$ cat config.mk
export PLATFORM = sky130hd
export DESIGN_NAME = ldpc_iter_ctrl
export DESIGN_NICKNAME = d
export VERILOG_FILES = /design/src/rtl/ldpc_iter_ctrl.sv
export SDC_FILE = /design/constraint.sdc
export NUM_CORES = 1
export LEC_CHECK = 0
export CAP_MARGIN = 20
export CORE_ASPECT_RATIO = 0.5
export CORE_UTILIZATION = 40
export DETAILED_ROUTE_END_ITERATION = 16
export DONT_BUFFER_PORTS = 1
export PLACE_DENSITY = 0.53
export SETUP_SLACK_MARGIN = 0.3
export SLEW_MARGIN = 0
export SYNTH_ARGS = -nofsm -noshare
export SYNTH_HDL_FRONTEND = slang
export SYNTH_SLANG_ARGS = --single-unit
export TNS_END_PERCENT = 1
$ cat constraint.sdc
create_clock -name clk -period 5.2 [get_ports clk]
set_input_delay 0 -clock clk [delete_from_list [all_inputs] [get_ports clk]]
set_output_delay 0 -clock clk [all_outputs]
set_load 0.005 [all_outputs]
$ cat src/rtl/ldpc_iter_ctrl.sv
`default_nettype none
// ============================================================================
// Module   : ldpc_iter_ctrl
// Function : frame sequencer for the KxK LDPC PE array: load, VNU/CNU iterate,
//            read-out. Define LDPC_EARLY_TERM_EN for zero-syndrome termination.
// Revision : 1.0  initial release
// ============================================================================
module ldpc_iter_ctrl #(
    parameter int L            = 32,
    parameter int ADDR_WIDTH   = 5,
    parameter int K            = 6,
    parameter int ITER_WIDTH   = 5,
    parameter int MAX_ITER     = 16,
    parameter int CNU_PIPE_LAT = 5,
    parameter int DEC_LAT      = 6
) (
    input  logic                  clk,
    input  logic                  reset,
    input  logic                  start,
    input  logic [ITER_WIDTH-1:0] max_iter_cfg,
    input  logic                  in_valid,
    output logic                  in_ready,
    output logic [K-1:0]          column_select,
    output logic [ADDR_WIDTH-1:0] load_add,
    output logic                  en,
    output logic                  en_cnu,
    output logic [ADDR_WIDTH-1:0] phase_add,
    input  logic [3*K-1:0]        p_bit,
    input  logic                  p_bit_valid,
    output logic [ADDR_WIDTH-1:0] read_add,
    output logic                  out_valid,
    output logic                  busy,
    output logic                  done,
    output logic [ITER_WIDTH-1:0] iter_count,
    output logic                  converged
);

    localparam int COL_W = (K > 1) ? $clog2(K) : 1;
    localparam logic [ADDR_WIDTH-1:0] LAST_ADDR  = ADDR_WIDTH'(L - 1);
    localparam logic [ADDR_WIDTH-1:0] LAST_DRAIN = ADDR_WIDTH'(CNU_PIPE_LAT - 1);
    localparam logic [ADDR_WIDTH-1:0] LAST_FLUSH = ADDR_WIDTH'(DEC_LAT - 1);
    localparam logic [COL_W-1:0]      LAST_COL   = COL_W'(K - 1);
    localparam logic [ITER_WIDTH-1:0] DEF_LIMIT  = ITER_WIDTH'(MAX_ITER);

    typedef enum logic [3:0] {
        S_IDLE   = 4'd0,
        S_LOAD   = 4'd1,
        S_VNU    = 4'd2,
        S_CNU    = 4'd3,
        S_DRAIN  = 4'd4,
        S_CHECK  = 4'd5,
        S_OUTPUT = 4'd6,
        S_FLUSH  = 4'd7,
        S_DONE   = 4'd8
    } state_t;

    state_t                  state_q, state_d;
    // cnt is shared: load address, phase address, drain/output/flush counter
    logic [ADDR_WIDTH-1:0]   cnt_q, cnt_d;
    logic [COL_W-1:0]        col_q, col_d;
    logic [ITER_WIDTH-1:0]   lim_q, lim_d;
    logic [ITER_WIDTH-1:0]   iter_q, iter_d;
    logic [DEC_LAT-1:0]      vpipe_q, vpipe_d;
    logic [ITER_WIDTH:0]     w_iter_inc;
    logic                    w_et_exit;

    assign w_iter_inc = {1'b0, iter_q} + {{ITER_WIDTH{1'b0}}, 1'b1};

`ifdef LDPC_EARLY_TERM_EN
    logic syn_q, syn_d;
    logic conv_q, conv_d;

    always_comb begin
        syn_d  = syn_q;
        conv_d = conv_q;
        if (state_q == S_VNU && cnt_q == LAST_ADDR) begin
            syn_d = 1'b0;
        end else if (p_bit_valid && (state_q == S_CNU || state_q == S_DRAIN)) begin
            syn_d = syn_q | (|p_bit);
        end
        if (state_q == S_IDLE && start) begin
            conv_d = 1'b0;
        end else if (state_q == S_CHECK && !syn_q) begin
            conv_d = 1'b1;
        end
    end

    always_ff @(posedge clk) begin
        if (reset) begin
            syn_q  <= 1'b0;
            conv_q <= 1'b0;
        end else begin
            syn_q  <= syn_d;
            conv_q <= conv_d;
        end
    end

    assign w_et_exit = ~syn_q;
    assign converged = conv_q;
`else
    logic w_unused_pbit;
    assign w_unused_pbit = ^{p_bit_valid, p_bit};
    assign w_et_exit     = 1'b0;
    assign converged     = 1'b0;
`endif

    always_comb begin
        state_d       = state_q;
        cnt_d         = cnt_q;
        col_d         = col_q;
        lim_d         = lim_q;
        iter_d        = iter_q;
        in_ready      = 1'b0;
        column_select = '0;
        load_add      = '0;
        en            = 1'b0;
        en_cnu        = 1'b0;
        phase_add     = '0;
        read_add      = '0;
        busy          = 1'b1;
        done          = 1'b0;
        case (state_q)
            S_IDLE: begin
                busy = 1'b0;
                if (start) begin
                    state_d = S_LOAD;
                    lim_d   = (max_iter_cfg == '0) ? DEF_LIMIT : max_iter_cfg;
                    iter_d  = '0;
                    cnt_d   = '0;
                    col_d   = '0;
                end
            end
            S_LOAD: begin
                in_ready      = 1'b1;
                column_select = K'(1) << col_q;
                load_add      = cnt_q;
                if (in_valid) begin
                    if (cnt_q == LAST_ADDR) begin
                        cnt_d = '0;
                        if (col_q == LAST_COL) begin
                            col_d   = '0;
                            state_d = S_VNU;
                        end else begin
                            col_d = col_q + COL_W'(1);
                        end
                    end else begin
                        cnt_d = cnt_q + ADDR_WIDTH'(1);
                    end
                end
            end
            S_VNU: begin
                en        = 1'b1;
                phase_add = cnt_q;
                if (cnt_q == LAST_ADDR) begin
                    cnt_d   = '0;
                    state_d = S_CNU;
                end else begin
                    cnt_d = cnt_q + ADDR_WIDTH'(1);
                end
            end
            S_CNU: begin
                en_cnu    = 1'b1;
                phase_add = cnt_q;
                if (cnt_q == LAST_ADDR) begin
                    cnt_d   = '0;
                    state_d = S_DRAIN;
                end else begin
                    cnt_d = cnt_q + ADDR_WIDTH'(1);
                end
            end
            S_DRAIN: begin
                if (cnt_q == LAST_DRAIN) begin
                    cnt_d   = '0;
                    state_d = S_CHECK;
                end else begin
                    cnt_d = cnt_q + ADDR_WIDTH'(1);
                end
            end
            S_CHECK: begin
                cnt_d  = '0;
                iter_d = (iter_q == '1) ? iter_q : w_iter_inc[ITER_WIDTH-1:0];
                if (w_et_exit || w_iter_inc == {1'b0, lim_q}) begin
                    state_d = S_OUTPUT;
                end else begin
                    state_d = S_VNU;
                end
            end
            S_OUTPUT: begin
                read_add = cnt_q;
                if (cnt_q == LAST_ADDR) begin
                    cnt_d   = '0;
                    state_d = S_FLUSH;
                end else begin
                    cnt_d = cnt_q + ADDR_WIDTH'(1);
                end
            end
            S_FLUSH: begin
                if (cnt_q == LAST_FLUSH) begin
                    cnt_d   = '0;
                    state_d = S_DONE;
                end else begin
                    cnt_d = cnt_q + ADDR_WIDTH'(1);
                end
            end
            S_DONE: begin
                busy    = 1'b0;
                done    = 1'b1;
                state_d = S_IDLE;
            end
            default: begin
                busy    = 1'b0;
                state_d = S_IDLE;
            end
        endcase
    end

    // Each issued read address emerges as out_valid DEC_LAT cycles later
    always_comb begin
        vpipe_d = (vpipe_q << 1) | DEC_LAT'(state_q == S_OUTPUT);
    end

    always_ff @(posedge clk) begin
        if (reset) begin
            state_q <= S_IDLE;
            cnt_q   <= '0;
            col_q   <= '0;
            lim_q   <= '0;
            iter_q  <= '0;
            vpipe_q <= '0;
        end else begin
            state_q <= state_d;
            cnt_q   <= cnt_d;
            col_q   <= col_d;
            lim_q   <= lim_d;
            iter_q  <= iter_d;
            vpipe_q <= vpipe_d;
        end
    end

    assign out_valid  = vpipe_q[DEC_LAT-1];
    assign iter_count = iter_q;

endmodule
`default_nettype wire

* After elaboration in Yosys (flattened, before gate mapping)
Cells that the tools add are included.
Storage, ports and cells: logic and storage cells 82, output and inout port bits 33, register bits 28, input port bits 28
Operators by class: eq/ne operators 24, reduce and logical (&&, ||, !) cells 13, bitwise gates (word level) 1, add/subtract/negate cells 3, muxes and demuxes 34, shift-type cells 1
Operators by type and width (count):
- 5-bit 2-to-1 mux | 10
- 4-bit 2-to-1 mux | 9
- 4-bit case mux with 8 select lines | 1
- 5-bit case mux with 6 select lines | 1
- 2-bit != test (second input constant) | 10
- 4-bit by 3-bit equality test with 1-bit output (second input constant) | 4
- 3-bit 2-to-1 mux | 5
- 5-bit by 3-bit equality test with 1-bit output (second input constant) | 2
- 5-bit equality test (second input constant) | 2
- 5-bit case mux with 2 select lines | 1
- 9-bit AND reduction | 1
- 4-bit by 2-bit equality test with 1-bit output (second input constant) | 2
- 7-bit OR reduction | 1
- 5-bit by 1-bit adder with 6-bit output (second input constant) | 1
- 6-bit by 5-bit equality test with 1-bit output | 1
- 6-bit 2-to-1 mux | 1
- 6-bit by 1-bit OR with 6-bit output | 1
- 3-bit case mux with 2 select lines | 1
- 3-bit AND reduction | 2
- 6-bit nonzero test | 1
- 1-bit by 3-bit left shift with 6-bit output (first input constant) | 1
- 5-bit by 1-bit adder with 5-bit output (second input constant) | 1
- 5-bit logical NOT | 1
- 1-bit 2-to-1 mux | 5
- other kinds (10) | 11

* Longest topological paths before layout
Gate-level depths: netlist of the first run.
depth after elaboration 5, gate-level depth with buffers 7

* Worst setup path after synthesis of the first run
No wires, ideal clock.
kind register to register, from register cnt_q[0], to register state_q[0], arrival 1722 ps, clock period less this slack 1823 ps, data required time 5099 ps, stages on the path, launching flop included 8, library setup time 101 ps, path slack 3377 ps, cell sequence dfxtp_1 -> ha_1 -> and3_1 -> ha_1 -> a21o_1 -> o32a_1 -> a311o_1 -> o41ai_1
On the way: longest elaborated chain between the ends 3
RTL lines:
- start: declaration | RTL line 59 | logic [ADDR_WIDTH-1:0] cnt_q, cnt_d;
- start signal: assignment | RTL line 232 | cnt_q <= cnt_d;
- 5-bit by 3-bit equality test with 1-bit output (tied with other cells) | RTL line 198 | if (cnt_q == LAST_FLUSH) begin
- 2-bit != test (no source line)
- 9-bit AND reduction (no source line) *
- end signal: assignment | RTL line 231 | state_q <= state_d;
- end: declaration | RTL line 57 | state_t state_q, state_d;
Mark *: on every way between the ends. The rest lies on a longest branch, timed or not. A chain may end at the register's enable or synchronous reset.

* Final worst setup path of the first run
from register state_q[0], to output port column_select[0]
On the way: longest elaborated chain between the ends 2
RTL lines:
- 4-bit by 1-bit equality test with 1-bit output | RTL line 122 | case (state_q)
- 6-bit 2-to-1 mux | RTL line 122
- end: declaration | RTL line 23 | output logic [K-1:0] column_select,
Every way passes these cells.

==> qor.yml, run 1 <==
grt:
  grt_pass1_vias: 1280
  grtUsageTotal_pct: 18.4
  grt_pass1_wl_mm: 6.31
  grt_max_degree: 31
  grt_antenna_before_repair: 0
  grt_overflow: 0
sta:
  tightest_slew_ps: 703
  final-hold-violation-count: 0
  fin_hold_ws_ps: 98.5
  final.min_clock_period_ps: 2280
  setup_tns_ps: 0
  rsz0062_at_grt: "no"
  setup_viol_count_final: 0
  final.period_utilization_pct: 43.8
  slew_violations: 0
  fmax_ghz: 0.439
  fin_skew_ps: 6.04
  relSlewSlack_pct: 53.0
power:
  p_switching_w: 0.000352
  finalPower_w: 0.000789
  leakage_nw: 0.717
  pwr-share-clk_pct: 17.4
  pwr-share-comb_pct: 44.6
  p_sw_share_pct: 44.6
  power.internal_w: 0.000437
  p_per_area_nw_per_um2: 420
  vdd_drop_max_v: 0.000217
  p_seq_share_pct: 38.0
synth:
  synthAdderAreaFrac_pct: 5.12
  synth_seq_cells: 28
  synthTopCellsByArea: "dfxtp_1, ha_1, nor2_1"
  synth_cell_types: 48
  ys_seq_area_share_pct: 32.7
  muxShareOfSynthArea_pct: 4.09
  synth_top_family_by_area: "simple AND/OR/NAND/NOR gates"
  synth_fp_nets: 241
  synth_warnings: 0
  synth_edf_count: 0
  synth_area_um2: 1710
  synth_area_leader_cell: "dfxtp_1"
  syn_avg_cell_area_um2: 8.31
  yosys.area.top_type_share_pct: 32.7
  syn_inst: 206
  synthArstFlopShare_pct: 0
  yosys.area_share.simple_pct: 30.8
  synth_compound_area_share_pct: 18.5
  synth_xor_area_share_pct: 3.07
  synth_flop_cell: "dfxtp_1"
layout:
  final_common_cell: "dfxtp_1"
  layout-drive-gt1-share_pct: 4.83
  final_cell_mix: "dfxtp_1, nor2_1, nand2_1, and2_1"
  stdcell_count: 261
  final_util_pct: 46.9
  multi_input_comb_area_um2: 1060
  regArea_um2: 561
  n_antenna_cell: 0
  nets: 243
  area_delta_synth_final_pct: 9.65
  nFillCells: 416
floorplan:
  initial_core_util_pct: 42.8
  ioPinCount: 61
  die-area_um2: 4560
  fp.dieH_um: 48.3
  core.rowCount: 16
  core_um2: 4000
  die_x_um: 94.5
clock_tree:
  clk_latency_ps: 280
  cts_buffers: 3
  cts_tree: "yes"
  cts_root_buffer: "clkbuf_8"
  cts.clk_slew.worst_paths_ps: 100
  cts_resized: 0
  clockBufferDepth: 2
  cts_sinks: 28
  h-tree-depth: 1
detailed_routing:
  wire_per_inst_um: 15.7
  via_count: 1497
  drtPass1Iterations: 4
  totalWireLength_mm: 4.09
  first_iter_violations: 104
  via_per_inst: 5.74
  drc: 0
  ant_nets: 0
setup_path:
  critPathMaxFanout: 19
  worstSetupPathType: "register to output pin"
  cp-end-kind: "output pin"
  arrival_ps: 2280
  worst_setup_path_start_kind: "register"
  required_ps: 5200
placement:
  hpwlAfterDp_mm: 2.86
  place_inst: 249
  port_buffers: 0
  routabilityCongestion: 0.815
job:
  cap_violations: 0
min_path:
  min-delay-path-class: "input pin to register"
outcome:
  status: "completed"
-- synth_stat cells, types with 7 or more instances --
cell type and instances:
nor3_1 10, a21oi_1 10, and2_1 11, mux2i_1 7
inv_1 10, ha_1 7, dfxtp_1 28, nor2_1 22
nand2_1 11
-- state kept, by name, summed over array words and instances (netlist names) --
signal,cells
lim_q,5
cnt_q,5
iter_count,5
col_q,3
state_q,4
vpipe_q,6
-- per-layer routing --
layer  up-vias  global-route usage (%)  share of wire [%]
li1        750                       -                  -
met1       708                    26.3                 52
met2        37                    28.4                 41
met3         2                    5.30                7.0
met4         0                    2.73               0.34
met5         -                       0                  0
-- cells by family after synthesis --
logic type / Yosys count
mux: 7
xor+xnor: 6
other cells: 1
fa+ha+maj: 7
flops: 28
simple gates: 94
buf+inv: 21
compound gates: 42
-- power groups by stage --
stage	sequential (W)	combinational, W	clock [W]
finish	0.000300	0.000352	0.000137
global route	0.000308	0.000392	0.000152
CTS	0.000299	0.000344	0.000143
detailed placement	0.000304	0.000334	0
global placement	0.000305	0.000335	0
floorplan	0.000262	0.000312	0
-- through the flow --
step / instance area, µm² / worst slack [ps]
after global routing: 1880 / 2660
after floorplan: 1710 / 3380
after global placement: 1720 / 3020
after CTS: 1850 / 2930
final: 1880 / 2920
after detailed placement: 1720 / 3050
-- cell type report --
type / instances / area share [%]
clock buffer: 4 / 2.93
timing repair buffer: 8 / 5.20
multi-input combinational: 157 / 56.4
sequential: 28 / 29.9
inverter: 10 / 2.00
tap: 54 / 3.60
-- timing repair --
item	in CTS	in global routing
setup endpoints to repair	0	0
hold buffers	7	0
setup buffers	0	0
hold endpoints to repair	28	0
-- worst max-delay path: stages (launching register included) --
cell,delay [ps]
dfxtp_1,730
or4b_1,690
inv_1,240
nand2b_1,130
nor3_1,210
-- final timing paths --
path,from,end,slack [ps],depth (start not counted)
setup reg to reg,state_q[0],state_q[0],3010,4
setup / recovery,state_q[0],column_select[0],2920,4
hold reg to reg,vpipe_q[1],vpipe_q[2],450,1
hold / removal,start,iter_count[3],100,3
Power figures use the tool's default switching activity.
==> run 2, diff against run 1 <==
--- a/config.mk
+++ b/config.mk
@@ -5,12 +5,13 @@
 export SDC_FILE = /design/constraint.sdc
 export NUM_CORES = 1
 export LEC_CHECK = 0
+export ABC_AREA = 1
 export CAP_MARGIN = 20
 export CORE_ASPECT_RATIO = 0.5
 export CORE_UTILIZATION = 40
 export DETAILED_ROUTE_END_ITERATION = 16
 export DONT_BUFFER_PORTS = 1
-export PLACE_DENSITY = 0.53
+export PLACE_DENSITY = 0.55
 export SETUP_SLACK_MARGIN = 0.3
 export SLEW_MARGIN = 0
 export SYNTH_ARGS = -nofsm -noshare
==> constraint.sdc (replaced) <==
create_clock -name clk -period 1.9 [get_ports clk]
set_input_delay 0 -clock clk [delete_from_list [all_inputs] [get_ports clk]]
set_output_delay 0 -clock clk [all_outputs]
set_load 0.005 [all_outputs]
==> run 2 against run 1 <==
The run now ends with hold timing left. Area after synthesis up 2.8%. Routed wire length down 9.3%. Clock power rose to 3.5 times the previous value. Sequential share of layout area down 2.5 points. Register-to-register slack worse by 2800 ps. Combinational power rose to 3.7 times the previous value. Total power rose to 3.3 times the previous value. Non-clock buffer count up 8. Critical endpoint is now state_q[2]. Largest cell class unchanged. Largest power group unchanged.
==> qor.yml, run 2 <==
grt:
  grtUsageTotal_pct: 17.8
  grt_max_degree: 19
  grt_pass1_vias: 1456
  grt_pass1_wl_mm: 6.50
  grt_antenna_before_repair: 0
  grt_overflow: 0
setup_path:
  required_ps: 2120
  crit_chain: "ha_4 -> nand2_4 -> nor2_4 -> ha_4 -> inv_2 -> nand2_2 -> nand2_1 -> nor2_1 -> nand2_1 -> nor2_2 -> nand3_1 -> nand2_1 -> nand2_1 -> a21oi_2"
  arrival_ps: 1890
  cp-end-kind: "register"
  cp_common_cell: "nand2_1"
  worst_setup_path_start_kind: "register"
  critPathMaxStageDelay_ps: 380
  critPathMaxFanout: 5
  crit_slowest_cell: "dfxtp_4"
  worstSetupPathType: "register to register"
synth:
  syn_avg_cell_area_um2: 6.77
  synth_area_um2: 1760
  synthTopCellsByArea: "dfxtp_1, nand2_1, nor2_1"
  syn_inst: 260
  synth_fp_nets: 295
  yosysMostFrequentCell: "nand2_1"
  synth_area_leader_cell: "dfxtp_1"
  synth_cell_types: 31
  synth_seq_cells: 28
  synth_edf_count: 0
  synth_warnings: 0
  synthArstFlopShare_pct: 0
  synthTopCellsByCount: "nand2_1, nor2_1, inv_1"
  synth_flop_cell: "dfxtp_1"
  ys_seq_area_share_pct: 31.9
  yosys.area.top_type_share_pct: 31.9
sta:
  setup_tns_ps: 0
  final.period_utilization_pct: 87.5
  fin_hold_ws_ps: -234
  fmax_ghz: 0.601
  final-hold-violation-count: 11
  final.min_clock_period_ps: 1660
  setup_viol_count_final: 0
  rsz0062_at_grt: "yes"
  fin_skew_ps: 6.61
  slew_violations: 0
min_path:
  min-delay-path-class: "input pin to register"
placement:
  routabilityCongestion: 0.862
  port_buffers: 0
  hpwlAfterDp_mm: 2.78
layout:
  largest_reg_flops: 6
  regMostFlops: "vpipe_q"
  final_util_pct: 51.0
  area_delta_synth_final_pct: 17.9
  layout-drive-gt1-share_pct: 21.7
  final_common_cell: "nand2_1"
  final_cell_mix: "nand2_1, nor2_1, inv_1"
  n_antenna_cell: 0
  nets: 312
clock_tree:
  h-tree-depth: 1
  ctsHoldBuffers: 9
  cts_root_buffer: "clkbuf_8"
  clockBufferDepth: 2
  clk_latency_ps: 280
  cts_sinks: 28
  cts_buffers: 3
  cts.clk_slew.worst_paths_ps: 100
  cts_tree: "yes"
power:
  leakage_nw: 0.879
  p_per_area_nw_per_um2: 1250
  vdd_drop_max_v: 0.000517
floorplan:
  fp.dieH_um: 48.9
  core_um2: 4060
  die-area_um2: 4680
  die_x_um: 95.8
  initial_core_util_pct: 43.3
  ioPinCount: 61
  core.rowCount: 16
outcome:
  violations: "hold timing"
  status: "finished with violations"
detailed_routing:
  drtPass1Iterations: 4
  via_count: 1550
  via_per_inst: 4.70
  drc: 0
  wire_per_inst_um: 11.2
  totalWireLength_mm: 3.71
  first_iter_violations: 36
  ant_nets: 0
job:
  cap_violations: 0
==> run 2: cell count changes after synthesis, moves of 7 or more <==
cell	delta
nand2_1	+35
mux2i_1	-7
inv_1	+31
nor2_1	+21
and2_1	-11
inv_2	+8
nand2_2	+7
==> run 2: what timing repair did <==
item	in CTS	in global routing
endpoints found under the hold margin	20	11
gates resized for setup	3	10
setup buffers	2	1
pin swaps	6	9
gates cloned	0	0
setup endpoints to repair	13	24
==> run 2: report_power, final <==
group / total (W) / leakage, nW / internal [W] / switching, W
Sequential: 0.000816 / 0.230 / 0.000705 / 0.000111
Combinational: 0.00129 / 0.613 / 0.000446 / 0.000841
Clock: 0.000483 / 0.0357 / 0.000283 / 0.000201
==> run 2: worst paths after layout <==
check / startpoint / to / slack (ps) / cells after the start
worst min register to register: lim_q[1] / lim_q[1] / 480 / 2
worst max register to register: iter_count[1] / state_q[2] / 240 / 14
worst max-delay path: iter_count[1] / state_q[2] / 240 / 14
worst min-delay path: reset / state_q[1] / -230 / 1
==> run 2: layer usage <==
metal / global-route usage, % / part of all wire (%) / vias up
li1: - / - / 836
met1: 23.6 / 50 / 670
met2: 29.9 / 43 / 42
met3: 4.98 / 6.2 / 2
met4: 1.49 / 0.27 / 0
met5: 0 / 0 / -
==> run 2: kinds of logic after synthesis <==
logic type | after synthesis | share of synthesized area, %
buffers and inverters | 53 | 11.9
and+or+nand+nor | 133 | 37.0
other | 1 | 0.213
AOI/OAI and AO/OA | 34 | 12.0
adders and majority gates | 7 | 4.98
xor gates and xnor gates | 4 | 1.99
DFF | 28 | 31.9
==> run 2: layout make-up <==
type                       instances  area [µm²]
clock inverter                     1        30.0
fill                             415        1990
timing repair buffer              16         143
tap                               54        67.6
clock buffer                       3        41.3
sequential                        28         567
inverter                          49         184
multi-input combinational        179        1040
==> run 2: per-stage QoR <==
step                      instances  instance area (µm²)  hold slack (ps)  worst slack, ps  total power (W)
after floorplan                 260                 1760              164              317          0.00185
after global placement          314                 1840             66.1              133          0.00205
after detailed placement        314                 1840             67.5              139          0.00207
after CTS                       329                 2030             -246              171          0.00258
after global routing            330                 2070             -260             66.8          0.00284
final                           330                 2070             -234              237          0.00259
==> run 2: worst max-delay path, delay by kind of cell (launching register included) <==
kind,cells,cell delay [ps]
AO/OA/AOI/OAI,1,120
flip-flops,1,380
AND/OR/NAND/NOR,10,650
buffers and inverters,1,30
adder cells (fa/ha/maj),2,450
==> run 3, diff against run 2 <==
--- a/config.mk
+++ b/config.mk
@@ -11,7 +11,7 @@
 export CORE_UTILIZATION = 40
 export DETAILED_ROUTE_END_ITERATION = 16
 export DONT_BUFFER_PORTS = 1
-export PLACE_DENSITY = 0.55
+export PLACE_DENSITY = 0.53
 export SETUP_SLACK_MARGIN = 0.3
 export SLEW_MARGIN = 0
 export SYNTH_ARGS = -nofsm -noshare
==> constraint.sdc (replaced) <==
create_clock -name clk -period 1.6 [get_ports clk]
set_input_delay 0 -clock clk [delete_from_list [all_inputs] [get_ports clk]]
set_output_delay 0 -clock clk [all_outputs]
set_load 0.005 [all_outputs]
==> run 3 against run 2 <==
The run ends with hold timing, setup timing left. Clock skew decreased by 3.3 ps. Fmax increased by 1.5%. Routed wire length increased by 8.4%. Critical path depth unchanged. Global-route usage increased by 0.99 points. Final area increased by 7.1%. Cell count increased by 2.7%. First-iteration DRC count increased by 5.6%. Via count increased by 3.9%. Combinational power increased by 39%.
==> qor.yml, run 3 (synthesis results as in run 2) <==
grt:
  grt_overflow: 0
  grtUsageTotal_pct: 18.8
  grt_pass1_wl_mm: 6.82
  grt_antenna_before_repair: 0
  grt_pass1_vias: 1464
  grt_max_degree: 19
clock_tree:
  cts_buffers: 3
  postCtsSetupBuffers: 0
  cts.clk_slew.worst_paths_ps: 110
  cts_root_buffer: "clkbuf_8"
  clockBufferDepth: 2
  cts_tree: "yes"
  ctsHoldBuffers: 9
  clk_latency_ps: 280
  cts_sinks: 28
  h-tree-depth: 1
outcome:
  violations: "hold timing, setup timing"
  status: "finished with violations"
layout:
  n_antenna_cell: 0
  final_common_cell: "nand2_1"
  regMostFlops: "vpipe_q"
  area_delta_synth_final_pct: 26.2
  final_cell_mix: "nand2_1, nor2_1, inv_1"
  multi_input_comb_area_um2: 1100
  nFillCells: 435
  final_util_pct: 54.6
  nets: 321
  regArea_um2: 573
  largest_reg_flops: 6
  design_area_um2: 2220
  layout-drive-gt1-share_pct: 30.9
detailed_routing:
  via_per_inst: 4.75
  wire_per_inst_um: 11.9
  via_count: 1610
  drtPass1Iterations: 4
  ant_nets: 0
  totalWireLength_mm: 4.02
  first_iter_violations: 38
  drc: 0
floorplan:
  core.rowCount: 16
  core_um2: 4060
  fp.dieH_um: 48.9
  initial_core_util_pct: 43.3
  die-area_um2: 4680
  ioPinCount: 61
  die_x_um: 95.8
sta:
  final.period_utilization_pct: 102
  setup_tns_ps: -39.1
  final-hold-violation-count: 12
  fin_hold_ws_ps: -243
  fmax_ghz: 0.610
  worst_slack_ps: -39.1
  final.min_clock_period_ps: 1640
  fin_skew_ps: 3.34
  slew_violations: 0
  setup_viol_count_final: 1
  rsz0062_at_grt: "yes"
min_path:
  min-delay-path-class: "input pin to register"
placement:
  placed_area_um2: 1940
  port_buffers: 0
  hpwlAfterDp_mm: 2.96
  routabilityCongestion: 0.884
setup_path:
  critPathMaxFanout: 3
  worst_setup_path_start_kind: "register"
  worstSetupPathType: "register to register"
  required_ps: 1830
  cp-end-kind: "register"
  arrival_ps: 1870
power:
  leakage_nw: 0.923
  p_per_area_nw_per_um2: 1500
  p_switching_w: 0.00150
  power.internal_w: 0.00182
  pwr-share-comb_pct: 53.7
  pwr-share-clk_pct: 17.4
  finalPower_w: 0.00333
  vdd_drop_max_v: 0.000818
  p_sw_share_pct: 45.2
  p_seq_share_pct: 28.8
job:
  cap_violations: 0
[run 3: repair_timing]
item,in CTS,in global routing
gates cloned,0,0
endpoints found under the setup margin,38,38
endpoints found under the hold margin,20,12
gates resized for setup,28,10
pin swaps,14,12
[run 3: per-layer routing]
metal  part of all wire [%]  up-vias  track usage [%]
li1                       -      851                -
met1                     48      721             24.5
met2                     46       36             32.4
met3                    5.4        2             4.52
met4                   0.30        0             2.24
met5                      0        -                0
[run 3: critical path, stage by stage (launching register included)]
cell and delay [ps]:
dfxtp_4 360, ha_4 160, nand2_4 60, nor2_4 40, ha_4 270, inv_2 30
nand2_2 40, nand2_1 40, nor2_1 90, nand2_1 50, nor2_1 100, nand3_1 80
nand2_1 80, nand2_2 50, a21oi_2 110
[run 3: stage by stage]
step / cells / hold slack, ps / setup WS [ps]
3_5_place_dp: 326 / 66.7 / -17.5
3_3_place_gp: 326 / 64.9 / 13.5
2_1_floorplan: 260 / 164 / 56.2
5_1_grt: 339 / -267 / -215
4_1_cts: 339 / -247 / -38.4
6_report: 339 / -243 / -39.1
[run 3: final timing paths]
path / from / end / slack [ps] / cells past startpoint
hold / removal: reset / state_q[0] / -240 / 1
setup reg to reg: iter_count[0] / state_q[2] / -40 / 14
hold reg to reg: lim_q[2] / lim_q[2] / 480 / 2
setup / recovery: iter_count[0] / state_q[2] / -40 / 14
[run 3: final cells by class]
| cell class | instances | area share [%] |
|---|---|---|
| Timing Repair Buffer | 25 | 9.81 |
| Inverter | 49 | 8.57 |
| Clock inverter | 1 | 1.35 |
| Clock buffer | 3 | 1.86 |
| Tap cell | 54 | 3.04 |
| Sequential cell | 28 | 25.8 |
| Multi-Input combinational cell | 179 | 49.5 |
[run 3: power groups by stage]
stage	registers, W	logic [W]	clock network [W]
after floorplan	0.000960	0.00125	0
after global placement	0.000952	0.00160	0
after detailed placement	0.000954	0.00161	0
after CTS	0.000957	0.00176	0.000588
after global routing	0.000982	0.00199	0.000621
final	0.000960	0.00179	0.000580
